**src/rtl/pipeline_pkg.sv**
```systemverilog
// Shared pipeline types: fetch sequencer states and default fetch PC vectors.
package pipeline_pkg;

  typedef enum logic [1:0] {
    BOOT  = 2'd0,
    FETCH = 2'd1,
    HALT  = 2'd2
  } fetch_state_t;

  localparam logic [31:0] RESET_PC_DEF = 32'h0000_0000;
  localparam logic [31:0] TRAP_PC_DEF  = 32'h0000_0100;

endpackage

```
**src/rtl/fetch_ctrl_pc_next_sel.sv**
```systemverilog
// Next-PC priority mux: redirect (or trap) > hold > sequential advance.
module pc_next_sel #(
  parameter int              XLEN    = 32,
  parameter logic [XLEN-1:0] TRAP_PC = XLEN'(32'h0000_0100)
) (
  input  logic [XLEN-1:0] pc,
  input  logic [XLEN-1:0] pc_plus4,
  input  logic [XLEN-1:0] pc_target,
  input  logic            redirect,
  input  logic            hold,
  input  logic            trap_en,
  output logic [XLEN-1:0] pc_next,
  output logic            misalign
);

  localparam logic [XLEN-1:0] ALIGN_MASK = ~XLEN'(3);

  // Low PC bits are masked on every load so the PC stays word-aligned.
  always_comb begin
    pc_next  = pc;
    misalign = 1'b0;
    if (redirect) begin
      if (trap_en && (pc_target[1:0] != 2'b00)) begin
        pc_next  = TRAP_PC;
        misalign = 1'b1;
      end else begin
        pc_next = pc_target & ALIGN_MASK;
      end
    end else if (!hold) begin
      pc_next = pc_plus4 & ALIGN_MASK;
    end
  end

endmodule

```
**src/rtl/fetch_ctrl.sv**
```systemverilog
// Fetch sequencer: BOOT (imem loader owns memory) -> FETCH <-> HALT, owns the fetch PC.
// Build option: define MISALIGN_TRAP_EN to trap misaligned redirects to TRAP_PC.
module fetch_ctrl
  import pipeline_pkg::*;
#(
  parameter int                XLEN       = 32,
  parameter int                ADDR_WIDTH = 8,
  parameter logic [XLEN-1:0]   RESET_PC   = XLEN'(RESET_PC_DEF),
  parameter logic [XLEN-1:0]   TRAP_PC    = XLEN'(TRAP_PC_DEF)
) (
  input  logic                  clk,
  input  logic                  rst_n,
  input  logic                  load_valid,
  input  logic [ADDR_WIDTH-1:0] load_addr,
  input  logic [XLEN-1:0]       load_data,
  input  logic                  load_done,
  output logic                  load_ready,
  output logic                  imem_we,
  output logic [ADDR_WIDTH-1:0] imem_waddr,
  output logic [XLEN-1:0]       imem_wdata,
  input  logic                  StallF,
  input  logic                  PCSrcE,
  input  logic [XLEN-1:0]       PCTargetE,
  input  logic [XLEN-1:0]       PCPlus4F,
  input  logic                  halt_req,
  input  logic                  resume,
  output logic [XLEN-1:0]       PC,
  output logic                  fetch_valid,
  output logic [ADDR_WIDTH:0]   loaded_cnt,
  output logic                  misalign_err
);

  localparam logic [ADDR_WIDTH:0] CNT_MAX = (ADDR_WIDTH+1)'(1) << ADDR_WIDTH;

`ifdef MISALIGN_TRAP_EN
  localparam logic TRAP_EN = 1'b1;
`else
  localparam logic TRAP_EN = 1'b0;
`endif

  fetch_state_t    state, state_nxt;
  logic [XLEN-1:0] pc_next;
  logic            misalign;

  // halt_req also freezes the PC, unless a redirect lands in the same cycle.
  pc_next_sel #(
    .XLEN    (XLEN),
    .TRAP_PC (TRAP_PC)
  ) u_pc_next_sel (
    .pc        (PC),
    .pc_plus4  (PCPlus4F),
    .pc_target (PCTargetE),
    .redirect  (PCSrcE),
    .hold      (StallF | halt_req),
    .trap_en   (TRAP_EN),
    .pc_next   (pc_next),
    .misalign  (misalign)
  );

  always_ff @(posedge clk or negedge rst_n) begin
    if (!rst_n) begin
      state <= BOOT;
    end else begin
      state <= state_nxt;
    end
  end

  always_comb begin
    state_nxt   = state;
    load_ready  = 1'b0;
    imem_we     = 1'b0;
    fetch_valid = 1'b0;
    case (state)
      BOOT: begin
        load_ready = 1'b1;
        imem_we    = load_valid;
        if (load_done) state_nxt = FETCH;
      end
      FETCH: begin
        fetch_valid = 1'b1;
        if (halt_req) state_nxt = HALT;
      end
      HALT: begin
        if (resume && !halt_req) state_nxt = FETCH;
      end
      default: state_nxt = BOOT;
    endcase
  end

  assign imem_waddr = load_addr;
  assign imem_wdata = load_data;

  // PC only moves in FETCH; BOOT is entered only through reset, so it sits at RESET_PC.
  always_ff @(posedge clk or negedge rst_n) begin
    if (!rst_n) begin
      PC           <= RESET_PC;
      misalign_err <= 1'b0;
    end else begin
      misalign_err <= (state == FETCH) && misalign;
      if (state == FETCH) PC <= pc_next;
    end
  end

  always_ff @(posedge clk or negedge rst_n) begin
    if (!rst_n) begin
      loaded_cnt <= '0;
    end else if (imem_we && (loaded_cnt != CNT_MAX)) begin
      loaded_cnt <= loaded_cnt + 1'b1;
    end
  end

endmodule

```
**config.mk**
```make
export PLATFORM = sky130hd
export DESIGN_NAME = fetch_ctrl
export DESIGN_NICKNAME = d
export VERILOG_FILES = /design/src/rtl/pipeline_pkg.sv /design/src/rtl/fetch_ctrl_pc_next_sel.sv /design/src/rtl/fetch_ctrl.sv
export SDC_FILE = /design/constraint.sdc
export NUM_CORES = 1
export LEC_CHECK = 0
export CORE_AREA = 5 5 106 78
export DETAILED_ROUTE_END_ITERATION = 12
export DIE_AREA = 0 0 111 83
export GPL_TIMING_DRIVEN = 0
export PLACE_DENSITY = 0.95
export SYNTH_ARGS = -nofsm -noshare
export SYNTH_HDL_FRONTEND = slang
export SYNTH_SLANG_ARGS = --single-unit
```
**constraint.sdc**
```tcl
create_clock -name clk -period 4.1 [get_ports clk]
set_input_delay 0.82 -clock clk [delete_from_list [all_inputs] [get_ports clk]]
set_output_delay 0.82 -clock clk [all_outputs]
set_load 0.005 [all_outputs]
```
# After elaboration in Yosys (flattened, before gate mapping)
# Cells that the tools add are included.
# word_totals
ff_bits	43
in_bits	112
output_inout_bits	85
word_cells	27
# op_classes
n_addsub	1
eq_ne	7
n_mux	9
n_bitwise	1
reduce_logical	6
# op_table
op	n
two-way mux 32 bit	2
adder 9 x 1 -> 9 bit, second input constant	1
!= test 9 bit, second input constant	1
!= test 2 bit, second input constant	4
two-way mux 2 bit	3
case mux 2 bit (3 select lines)	1
two-way mux 1 bit	3
AND reduction 3 bit	1
equality test 2 x 1 -> 1 bit, second input constant	1
equality test 2 bit, second input constant	1
logical AND 1 bit	2
zero test 2 bit	1
AND reduction 2 bit	1
zero test 1 bit	1
OR 1 bit	1

# Longest topological paths before layout
# logic_depth
depth_word	4
depth_mapped	5
depth_no_buf	5

# By module
# From an unflattened synthesis, not the netlist that was laid out.
# hier_totals
hier_cells	272
hier_area_um2	3004.1
# modules_own_cells
module	n_inst	cells_per_inst	area_per_inst_um2	seq_area_each_um2
fetch_ctrl	1	164	2264.7	1101.1
pc_next_sel	1	108	739.5	0.0

# Least setup slack after synthesis
# OpenSTA, ideal clock, no wires.
# synth_timing
kind	input-to-output
startpoint	input port load_valid
endpoint	output port imem_we
arrival_ps	1054
t_required_ps	3280
setup_slack_ps	2226
stages	1
n_path_buf	0
path_cell_list	nor3b_1
# synth_between
elab_chain_cells	1
# synth_lines
element	line	text
from (decl)	fetch_ctrl.sv:13	input logic load_valid,
two-way mux 1 bit	fetch_ctrl.sv:73	case (state)
to (decl)	fetch_ctrl.sv:18	output logic imem_we,
# No other way between the ends.

# Worst setup path after layout
# Ends and elaborated chain as after synthesis.

==> out/results.txt <==
Leakage Power: 1.909 nW
Clock sinks: 41
Fill count: 579
# resized after CTS: 0
Outcome: finished clean
Clock power share: 0.123
CP endpoint kind: primary output
Wire per inst: 15.77 um
Post-layout net count: 467
Post-cts hold buffer count: 0
Clock transition at path regs: 80 ps
Hold Path Depth: 1
Depth of the CTS H-tree: 2
Setup bufs post-CTS: 0
Crit path required time: 3280 ps
DRT iter0 DRCs: 46
Die area: 0.009213 mm^2
Number of nets with antenna violations after routing: 0
Drt pass-1 iters: 4
Pins Over Slew Limit: 0
Synth top area share: 0.4104
GR Overflow Total: 0
Commonest non-fill, non-tap cell in the layout: clkdlybuf4s50_1
Fin. Hold Viols: 0
Non-Filler Instances: 451
Vert. Die Dim: 83 um
Max IR drop VDD: 0.2310 mV
CP arrival: 2220 ps
DP Wirelength: 5895 um
Placed Instances: 444
Area contributors post-synth: dfrtp_1, mux2_4, mux2_2, buf_4, xor2_1
IO Count: 197
Yosys reg bits: 41
Final Wtd Congestion: 0.8045
Pwr dens: 504.6 mW/mm^2
R2R Setup Slk: 2460 ps
Via count: 1,963
Register area share after synthesis: 0.4104
Initial antenna violation count: 0
CTS tree: done
Sw frac: 0.2816
Critical path class: in2out
Post-Syn Instances: 194
RSZ-0062 raised after global routing: false
N_diodes: 0
Cell depth of the worst flop-to-flop path: 5
Internal: 1.534 mW
Vias per cell: 4.353
Psw: 601.1 uW
Synth warn: 0
Layout cells sized above 1: 0.3456
Mapped Area: 0.002500 mm^2
Cell taking the most area after synthesis: dfrtp_1
Port Buffers: 149
Largest net degree at the start of global routing: 22
Period utilization: 0.7423
First-pass GRT wire length: 11,070 um
Hold Path End: loaded_cnt[8]
Endpoints failing setup: 0
Tot Pwr: 2.135 mW
Combinational share of power: 0.534
HP Class: reg2reg
Post-route DRC: 0
Fmax: 0.3286 GHz
Layout area overhead: 69.22%
CTS Root Cell: clkbuf_8
CP Max Fanout: 3
Hold Startpoint: loaded_cnt[8]
Vias in the first global route: 2,213
Post-Synthesis Mean Instance Area: 12.89 um^2
Max Cap Viol: 0
Die W: 111 um
Reg2reg start: loaded_cnt[0]
Crit path launch type: primary input
Clock skew: 5.303 ps
Synth cell types: 29
Slew @ Worst Pin: 510.3 ps
Cell row count: 26
Clock Path Buffers: 2
Core Region: 0.007124 mm^2
Clk_lat worst skew: 280 ps
Worst rel slew slack: 0.6598
Sequential Power Share: 0.343
Gr usage total: 0.1455
CTS buffer count: 5
RR Endpoint: loaded_cnt[1]
Most frequent cells in the layout: clkdlybuf4s50_1, buf_4, dfrtp_1
Initial core utilization: 0.3509
Routed wire length: 7112 um
Post-layout min period: 3044 ps
Setup TNS: 0 ps
CP Launch Point: load_valid
[layout make-up]
cell class	instances	area, um^2	share of cell area
Buffer	49	371.6	0.08784
Clock buffer	7	86.33	0.02041
Inverter	3	11.26	0.002662
Multi-Input combinational cell	103	1099	0.2597
Sequential cell	41	1026	0.2425
Tap cell	98	122.6	0.02899
Timing Repair Buffer	150	1514	0.3579
[per-layer routing]
layer,up-vias,GRT usage,part of all wire
met2,101,0.2643,0.51
met3,4,0.05741,0.091
met5,-,0,0
met1,922,0.1647,0.39
li1,936,-,-
met4,0,0.02125,0.0039
[sequential cells by signal, indices dropped and copies added, names as in the netlist]
signal      flops
loaded_cnt      9
state           2
PC             30
[through the flow]
| step | hold slack (ps) | instance area [um^2] | worst slack, ps | util |
|---|---|---|---|---|
| 2_1_floorplan | 476.5 | 2507 | 2226 | - |
| 3_3_place_gp | 480.7 | 4121 | 1010 | 0.5785 |
| 3_5_place_dp | 485.2 | 4144 | 1051 | 0.5817 |
| 4_1_cts | 503.3 | 4230 | 1028 | 0.5938 |
| 5_1_grt | 516.8 | 4230 | 955.3 | 0.5938 |
| 6_report | 494.1 | 4230 | 1056 | 0.5938 |
[power by group through the flow]
stage / logic [mW] / clock network [mW] / registers, mW
final: 1.14 / 0.263 / 0.731
after global routing: 1.22 / 0.291 / 0.762
after global placement: 1.12 / 0 / 0.730
after detailed placement: 1.15 / 0 / 0.742
after CTS: 1.16 / 0.276 / 0.735
after floorplan: 0.542 / 0 / 0.739
[how the worst max path moves through the flow]
| stage | end | slack, ps | cells past startpoint |
|---|---|---|---|
| finish | imem_we | 1060 | 3 |
| global route | imem_we | 960 | 3 |
| global placement | imem_we | 1010 | 3 |
| floorplan | imem_we | 2230 | 1 |
| CTS | imem_we | 1030 | 3 |
| detailed placement | imem_we | 1050 | 3 |
[Yosys cell counts]
library cell and count:
nor2_1 4, nor2b_1 1, nand2_1 5, a211oi_1 1, nand4_1 2, buf_6 3, mux2_2 31, nor3_1 4
nand4bb_1 2, o21ai_2 1, nor4bb_1 1, ha_1 2, nor2b_4 1, a21o_1 1, mux2i_1 1, xor2_1 6
nor4_2 1, dfrtp_1 41, nor3b_1 1, conb_1 1, o22ai_1 1, nand2b_1 1, a21boi_2 1, o21ai_0 1
inv_1 3, xnor2_1 1, buf_2 3, mux2_4 30, buf_4 43
[worst max-delay path, stage by stage]
cell	delay, ps
clkdlybuf4s50_1	490
nor3b_1	330
clkdlybuf4s50_1	580
[cells by family (layout without fill, tap and decap cells)]
| kind of cell | count (synthesis) | after routing | synth area share |
|---|---|---|---|
| buffers and inverters | 52 | 209 | 0.1532 |
| adders and majority gates | 2 | 2 | 0.01001 |
| other | 1 | 3 | 0.001500 |
| and+or+nand+nor | 23 | 23 | 0.05806 |
| DFF | 41 | 41 | 0.4104 |
| AOI/OAI and AO/OA | 6 | 6 | 0.01852 |
| xor gates and xnor gates | 7 | 7 | 0.02453 |
| muxes | 62 | 62 | 0.3238 |
(Power assumes the default switching activity.)
